--- src/rtl/temp_acq_filter_pkg.sv ---
// Shared definitions for the temperature acquisition filter.
// Holds the temperature constants, FSM encoding, channel indices,
// the default ADC timeout and the raw-to-6-bit saturation helper.
package temp_acq_filter_pkg;

  localparam int DATA_W      = 8;   // raw ADC word
  localparam int TEMP_W      = 6;   // filtered temperature word
  localparam int NUM_CH      = 2;
  localparam int CH_EXT      = 0;
  localparam int CH_ROOM     = 1;
  localparam int TEMP_RESET  = 25;
  localparam int TEMP_MAX    = 63;
  localparam int DEF_TIMEOUT = 16;

  localparam logic [1:0] ST_IDLE     = 2'd0;
  localparam logic [1:0] ST_REQ_EXT  = 2'd1;
  localparam logic [1:0] ST_REQ_ROOM = 2'd2;
  localparam logic [1:0] ST_UPDATE   = 2'd3;

  // Clamp an unsigned raw reading into the 0..63 output range.
  function automatic logic [TEMP_W-1:0] sat_temp(input logic [DATA_W-1:0] raw);
    return (raw > DATA_W'(TEMP_MAX)) ? TEMP_W'(TEMP_MAX) : raw[TEMP_W-1:0];
  endfunction

endpackage

--- src/rtl/temp_acq_filter_avg4.sv ---
// temp_avg4: per-channel 4-deep sample history with moving average.
// Ports:
//   clk, rst   - clock, async active-low reset (history and avg to TEMP_RESET)
//   push, din  - push strobe and raw sample; din is saturated before storing
//   calc       - recompute avg from the current history
//   avg        - registered average, always within 0..63
module temp_avg4
  import temp_acq_filter_pkg::*;
(
  input  logic              clk,
  input  logic              rst,
  input  logic              push,
  input  logic [DATA_W-1:0] din,
  input  logic              calc,
  output logic [TEMP_W-1:0] avg
);

  logic [3:0][TEMP_W-1:0] hist;
  logic [7:0]             sum;

  // Four 6-bit entries sum to at most 252, so 8 bits never overflow.
  assign sum = {2'b00, hist[0]} + {2'b00, hist[1]} + {2'b00, hist[2]} + {2'b00, hist[3]};

  always_ff @(posedge clk or negedge rst) begin
    if (!rst) begin
      hist <= {4{TEMP_W'(TEMP_RESET)}};
      avg  <= TEMP_W'(TEMP_RESET);
    end else begin
      // hist[3] is the oldest entry and falls off on each push
      if (push) hist <= {hist[2:0], sat_temp(din)};
      if (calc) avg  <= sum[7:2];
    end
  end

endmodule

--- src/rtl/temp_acq_filter.sv ---
// temp_acq_filter: acquires external and room temperature from a shared
// ADC with a req/ack handshake, filters each channel with a 4-sample
// moving average and publishes ETR/RTR with a one-cycle upd pulse.
// Ports:
//   clk, rst          - clock, async active-low reset
//   sample_tick       - start an acquisition round (ignored unless idle)
//   adc_req, adc_ch   - registered ADC request and channel (0 ext, 1 room)
//   adc_ack, adc_data - one-cycle ack with same-cycle data
//   ETR, RTR          - filtered external / room temperature
//   upd               - one-cycle pulse when ETR/RTR refresh
//   fault             - a channel timed out in the last completed round
module temp_acq_filter
  import temp_acq_filter_pkg::*;
#(
  parameter int TIMEOUT = DEF_TIMEOUT
) (
  input  logic              clk,
  input  logic              rst,
  input  logic              sample_tick,
  output logic              adc_req,
  output logic              adc_ch,
  input  logic              adc_ack,
  input  logic [DATA_W-1:0] adc_data,
  output logic [TEMP_W-1:0] ETR,
  output logic [TEMP_W-1:0] RTR,
  output logic              upd,
  output logic              fault
);

  localparam int CNT_W = $clog2(TIMEOUT + 1);

  logic [1:0]                   state;
  logic [CNT_W-1:0]             cnt;
  logic [CNT_W-1:0]             cnt_inc;
  logic [NUM_CH-1:0]            failed;
  logic [NUM_CH-1:0]            push;
  logic [NUM_CH-1:0][TEMP_W-1:0] temp;
  logic                         in_req;
  logic                         cur_ch;
  logic                         ack_ok;
  logic                         tmo;

  assign in_req  = (state == ST_REQ_EXT) || (state == ST_REQ_ROOM);
  assign cur_ch  = (state == ST_REQ_ROOM);
  assign cnt_inc = cnt + CNT_W'(1);
  // Ack wins over a timeout landing in the same cycle.
  assign ack_ok  = in_req && adc_req && adc_ack;
  assign tmo     = in_req && adc_req && !adc_ack && (cnt_inc == CNT_W'(TIMEOUT));

  assign push[CH_EXT]  = ack_ok && !cur_ch;
  assign push[CH_ROOM] = ack_ok &&  cur_ch;

  genvar g;
  generate
    for (g = 0; g < NUM_CH; g++) begin : g_ch
      temp_avg4 u_avg (
        .clk  (clk),
        .rst  (rst),
        .push (push[g]),
        .din  (adc_data),
        .calc (state == ST_UPDATE),
        .avg  (temp[g])
      );
    end
  endgenerate

  assign ETR = temp[CH_EXT];
  assign RTR = temp[CH_ROOM];

  always_ff @(posedge clk or negedge rst) begin
    if (!rst) begin
      state   <= ST_IDLE;
      adc_req <= 1'b0;
      adc_ch  <= 1'b0;
      upd     <= 1'b0;
      fault   <= 1'b0;
      cnt     <= '0;
      failed  <= '0;
    end else begin
      upd <= 1'b0;
      case (state)
        ST_IDLE: begin
          if (sample_tick) begin
            state  <= ST_REQ_EXT;
            cnt    <= '0;
            failed <= '0;
          end
        end
        ST_REQ_EXT, ST_REQ_ROOM: begin
          // adc_req low here means the state was just entered: raise it now
          // so the request is a clean registered level.
          if (!adc_req) begin
            adc_req <= 1'b1;
            adc_ch  <= cur_ch;
          end else if (ack_ok || tmo) begin
            adc_req <= 1'b0;
            cnt     <= '0;
            if (tmo) failed[cur_ch] <= 1'b1;
            state   <= cur_ch ? ST_UPDATE : ST_REQ_ROOM;
          end else begin
            cnt <= cnt_inc;
          end
        end
        ST_UPDATE: begin
          // Averages latch on this same edge, so upd and data align.
          upd    <= 1'b1;
          fault  <= |failed;
          adc_ch <= 1'b0;
          state  <= ST_IDLE;
        end
        default: state <= ST_IDLE;
      endcase
    end
  end

endmodule

--- config.mk ---
export PLATFORM = sky130hd
export DESIGN_NAME = temp_acq_filter
export DESIGN_NICKNAME = d
export VERILOG_FILES = /design/src/rtl/temp_acq_filter_pkg.sv /design/src/rtl/temp_acq_filter_avg4.sv /design/src/rtl/temp_acq_filter.sv
export SDC_FILE = /design/constraint.sdc
export NUM_CORES = 1
export LEC_CHECK = 0
export ABC_AREA = 0
export CAP_MARGIN = 15
export CORE_ASPECT_RATIO = 1.75
export CORE_MARGIN = 2
export CORE_UTILIZATION = 45
export CTS_BUF_LIST = sky130_fd_sc_hd__clkbuf_16
export CTS_CLUSTER_SIZE = 40
export DETAILED_ROUTE_END_ITERATION = 8
export PLACE_DENSITY = 0.75
export SYNTH_ARGS = -nofsm -noshare
export SYNTH_HDL_FRONTEND = slang
export SYNTH_HIERARCHICAL = 1
export SYNTH_SLANG_ARGS = --single-unit
--- constraint.sdc ---
create_clock -name clk -period 2.5 [get_ports clk]
set_input_delay 0.25 -clock clk [delete_from_list [all_inputs] [get_ports clk]]
set_output_delay 0.25 -clock clk [all_outputs]
set_load 0.005 [all_outputs]
==> impl_metrics.yaml, run 1 <==
grt:
  grt_remaining_overflow: 0
  grt_max_degree: 49
  grt_pass1_vias: 3247
  grt_pass1_wl_microns: 14400
  antenna_found_initial: 0
  grt.total_usage: 0.186
sta:
  fmax_ghz: 0.375
  rsz0062_at_grt: "true"
  worstMarginPinSlew_ps: 638
  finalCriticalPeriod_ps: 2670
  slew_headroom: 0.574
  hold_ws_ps: 473
  finalSetupViolCount: 10
  timing.final.crit_share: 1.07
  skew_ps: 5.92
  final.setup.worst_slack_ps: -169
  hold_viol_final: 0
  slew_viol_final: 0
synth:
  netlist_top_cells_area: "dfrtp_1 (26%), dfstp_2 (19%), fa_1 (12%), o21ai_0 (8.8%), inv_1 (7.3%)"
  synth.top_cells.by_count: "inv_1 (80), o21ai_0 (73), nand2_1 (47)"
  ys_async_sr_fraction: 1.00
  syn_area_sq_mm: 0.00413
  synth-seq-area-share: 0.451
  syn_inst: 423
  yosysMostFrequentCell: "inv_1"
  synthDominantCellAreaShare: 0.260
  post-synth-top-area-cell: "dfrtp_1"
  yosysWarnings: 6
  synth.distinct_cells: 47
  avgSynthCellArea_sq_um: 9.77
  synth_edf_count: 0
  ys.flop_type: "dfrtp_1"
  postSynthNetCount: 475
  ys_seq_elements: 73
placement:
  io_buffers: 27
  gp_congestion: 0.841
  hpwl_microns: 6190
cells_and_area:
  drive_above_1_share: 0.251
  final_nets: 525
  synthToLayoutAreaGrowth_pct: 24.9
  antenna_cells: 0
status:
  status: "finished with violations"
  violations: "setup timing"
die:
  core_area_sq_mm: 0.00898
  chipHeight_microns: 131
  die_w_microns: 76.5
  start_util: 0.460
  io_pins: 28
  dieArea_sq_mm: 0.0100
  rows: 46
worst_hold_path:
  hp-class: "primary input to asynchronous set/reset pin"
critical_path:
  critical_path_required_ps: 2720
  r2r_slack_ps: -170
  arrival_ps: 2890
  r2r-end: "g_ch[0].u_avg/avg[1]$_DFFE_PN0P_"
  crit_path_max_fanout: 2
  critPathKind: "flop to flop"
  start_kind: "flop"
  r2r_cells: 9
  reg2reg_from: "g_ch[0].u_avg/hist[13]$_DFFE_PN0P_"
  crit_path_end_kind: "flop"
clock_tree:
  cts_sinks: 73
  cts.path.max_buffers: 2
  clk_pin_slew_ps: 60
  cts_root_buffer: "clkbuf_16"
  htreeDepth: 3
  cts_tree: "done"
  numCtsBuffers: 9
  clk_latency_ps: 330
route:
  drt-total-wl_microns: 8510
  first_iter_violations: 130
  wire_per_inst_microns: 14.2
  drt_pass1_iterations: 4
  drc_errors: 0
  vias: 3062
  vias_per_cell: 5.12
  drt.antenna.violating_nets: 0
flow_run:
  maxCapViolCount: 0
layout by cell type, fill, tap and decap left out, drive strengths merged, types with 4 or more instances in the layout:
master         count
buf               23
nand3              9
nor3               4
fa                24
dfstp             30
clkbuf             9
a31oi              4
inv               85
o21ai             74
ha                16
dfrtp             43
a21o               4
clkdlybuf4s50     26
nand2             47
xnor2              5
mux2               6
nor2              10
a21oi             10
how the worst max path moves through the flow:
stage	start	to	slack [ps]	depth (start not counted)
after floorplan	g_ch[0].u_avg/hist[16]$_DFFE_PN1P_	g_ch[0].u_avg/avg[4]$_DFFE_PN1P_	-30	8
after global placement	g_ch[0].u_avg/hist[2]$_DFFE_PN0P_	g_ch[0].u_avg/avg[2]$_DFFE_PN0P_	-150	9
after detailed placement	g_ch[0].u_avg/hist[1]$_DFFE_PN0P_	g_ch[0].u_avg/avg[3]$_DFFE_PN1P_	-210	10
after CTS	g_ch[0].u_avg/hist[14]$_DFFE_PN0P_	g_ch[0].u_avg/avg[4]$_DFFE_PN1P_	-170	9
after global routing	g_ch[0].u_avg/hist[2]$_DFFE_PN0P_	g_ch[0].u_avg/avg[4]$_DFFE_PN1P_	-260	9
final	g_ch[0].u_avg/hist[13]$_DFFE_PN0P_	g_ch[0].u_avg/avg[1]$_DFFE_PN0P_	-170	9
cell type report:
cell class	instances	area [sq um]
fillers	805	3810
multi-input cells	257	2050
inverters	82	308
clock buffers	9	225
flip-flops and latches	73	1860
repair buffers	50	485
clock inverters	7	78.8
well taps	120	150
critical path, cell delays in order (launching register included):
cell	delay, ps
dfrtp_1	350
inv_2	50
fa_1	560
inv_1	60
fa_1	500
nand3b_1	120
fa_2	400
buf_6	130
xnor2_2	130
mux2_4	260
through the flow:
stage	worst slack (ps)	util	setup TNS [ps]	std cells	cell area, sq um
3_5_place_dp	-212	0.530	-1290	578	4760
2_1_floorplan	-30.3	-	-96.6	423	4210
4_1_cts	-168	0.570	-1250	598	5120
5_1_grt	-262	0.575	-2110	598	5160
3_3_place_gp	-146	0.530	-808	578	4760
6_report	-169	0.575	-1250	598	5160
logic make-up after synthesis:
kind of cell	synth area share
compound gates	0.154
buf+inv	0.0853
simple gates	0.107
flops	0.451
fa+ha+maj	0.165
mux	0.0212
xor+xnor	0.0163
metal layers:
metal | track usage | up-vias | part of all wire | wire length (microns)
li1 | - | 1482 | - | -
met1 | 0.191 | 1495 | 0.39 | 3310
met2 | 0.360 | 62 | 0.56 | 4720
met3 | 0.0337 | 23 | 0.025 | 213
met4 | 0.0930 | 0 | 0.030 | 259
met5 | 0 | - | 0 | 0
repair_timing:
item | CTS | global route
gates resized for setup | 17 | 14
buffers inserted | 3 | 0
setup endpoints to repair | 10 | 10
pin swaps | 16 | 10
endpoints found under the hold margin | 16 | 0
hold buffers | 1 | 0
state kept, by name (all words and copies together) (netlist names), named ones only:
signal and cells:
g_ch.u_avg/hist 48, adc_ch 1, fault 1, upd 1
state 2, cnt 5, g_ch.u_avg/avg 12, adc_req 1
failed 1
Power of run 1 is left out: the tool's default activity adds up to more than one toggle a clock period on the data nets, which glitch-free logic cannot reach.
==> run 2: changes to the inputs <==
GPL_ROUTABILITY_DRIVEN = 0   (was unset)
SLEW_MARGIN = 15   (was unset)
==> impl_metrics.yaml, run 2 (synthesized netlist as in run 1, its figures left out) <==
cells_and_area:
  top_register: "g_ch.u_avg/hist"
  synthToLayoutAreaGrowth_pct: 26.1
  final_cell_mix: "o21ai_0 (66), inv_1 (64), nand2_1 (47)"
  drive_above_1_share: 0.266
  layout.cells.most_common: "o21ai_0"
  top_regs: "g_ch.u_avg/hist x48, g_ch.u_avg/avg x12, cnt x5"
  final_nets: 529
  final_cells: 602
  largest_reg_flops: 48
  fin_area_sq_mm: 0.00521
  antenna_cells: 0
sta:
  finalSetupViolCount: 10
  finalCriticalPeriod_ps: 2730
  slew_headroom: 0.694
  timing.final.crit_share: 1.09
  skew_ps: 6.97
  slew_viol_final: 0
  final.setup.worst_slack_ps: -235
  fmax_ghz: 0.366
  worstMarginPinSlew_ps: 458
  rsz0062_at_grt: "true"
  hold_ws_ps: 477
  hold_viol_final: 0
placement:
  placed_area_sq_mm: 0.00475
  hpwl_microns: 6170
  io_buffers: 27
  place_inst: 577
  pre_cts_ws_ps: -193
route:
  drc_errors: 0
  drt-met1-wl_microns: 3310
  top_layer: "met4"
  vias_per_cell: 5.25
  wire_per_inst_microns: 14.2
  vias: 3160
  drt-total-wl_microns: 8530
  wl_met3_microns: 287
  route.met2.wl_microns: 4550
  first_iter_violations: 193
  drt.antenna.violating_nets: 0
  drt_pass1_iterations: 5
die:
  rows: 46
  core_area_sq_mm: 0.00898
  chipHeight_microns: 131
  die_w_microns: 76.5
  io_pins: 28
  dieArea_sq_mm: 0.0100
  start_util: 0.460
clock_tree:
  numCtsBuffers: 9
  cts_sinks: 73
  clk_latency_ps: 340
  htreeDepth: 3
  cts.path.max_buffers: 2
  clk_pin_slew_ps: 60
  cts_tree: "done"
  cts_root_buffer: "clkbuf_16"
critical_path:
  critPathKind: "flop to flop"
  critical_path_required_ps: 2770
  crit_path_end_kind: "flop"
  crit_slowest_cell: "fa_1"
  crit_path_max_fanout: 2
  arrival_ps: 3010
  start_kind: "flop"
  path_cells: "inv_2 > fa_1 > fa_1 > inv_2 > ha_4 > and4b_2 > nor3_2 > or4_1 > nand3_1"
  critPathMaxStageDelay_ps: 590
grt:
  grt_remaining_overflow: 0
  grt_pass1_vias: 3299
  grt_pass1_wl_microns: 14500
  grt.total_usage: 0.185
  grt_max_degree: 74
  antenna_found_initial: 0
status:
  violations: "setup timing"
  status: "finished with violations"
flow_run:
  maxCapViolCount: 0
worst_hold_path:
  hp-class: "primary input to asynchronous set/reset pin"
==> run 2: changes by cell type in the layout (fill, tap and decap cells not counted), moves of 2 or more <==
| cell | change |
|---|---|
| o21ai_2 | +2 |
| clkinvlp_4 | +2 |
| o31ai_2 | -2 |
| buf_4 | +4 |
| clkinv_4 | +2 |
| inv_1 | -2 |
==> run 2: cell type report <==
| class | instances | area [sq um] |
|---|---|---|
| Fill cell | 773 | 3770 |
| Multi-Input combinational cell | 257 | 2080 |
| Sequential cell | 73 | 1860 |
| Timing Repair Buffer | 54 | 515 |
| Inverter | 82 | 308 |
| Clock buffer | 9 | 225 |
| Tap cell | 120 | 150 |
| Clock inverter | 7 | 71.3 |
==> run 2: stage by stage <==
step	util	setup TNS [ps]
3_3_place_gp	0.530	-684
4_1_cts	0.569	-999
5_1_grt	0.581	-2260
3_5_place_dp	0.530	-1180
6_report	0.581	-1340
2_1_floorplan	-	-96.6
==> run 2: routing by layer <==
metal  vias to the layer above  GRT usage
li1                       1491          -
met1                      1543      0.200
met2                        90      0.334
met3                        36     0.0371
met4                         0      0.114
met5                         -          0
==> run 2: critical path, delay by kind of cell, from the launching register on <==
kind                     cells  cell delay (ps)
adder cells (fa/ha/maj)      3             1350
buffers and inverters        2              120
flip-flops                   1              370
AND/OR/NAND/NOR              4              820
==> run 2: final timing paths <==
kind,slack (ps),startpoint,cells after the start,endpoint
max in group asynchronous,1680,rst,3,g_ch[1].u_avg/hist[18]$_DFFE_PN1P_
worst max register to register,-230,g_ch[0].u_avg/hist[8]$_DFFE_PN0P_,9,g_ch[0].u_avg/avg[4]$_DFFE_PN1P_
worst max-delay path,-230,g_ch[0].u_avg/hist[8]$_DFFE_PN0P_,9,g_ch[0].u_avg/avg[4]$_DFFE_PN1P_
worst min register to register,480,g_ch[0].u_avg/avg[0]$_DFFE_PN1P_,2,g_ch[0].u_avg/avg[0]$_DFFE_PN1P_
worst min-delay path,480,rst,3,g_ch[1].u_avg/hist[5]$_DFFE_PN0P_
min in group clk,480,g_ch[0].u_avg/avg[0]$_DFFE_PN1P_,2,g_ch[0].u_avg/avg[0]$_DFFE_PN1P_
==> run 2: repair_timing <==
item,in CTS,in global routing
endpoints found under the hold margin,43,0
hold buffers,1,0
buffers inserted,2,6
resized for setup,15,18
pin swaps,11,17
setup endpoints to repair,10,11
Power of run 2 is left out for the same reason.
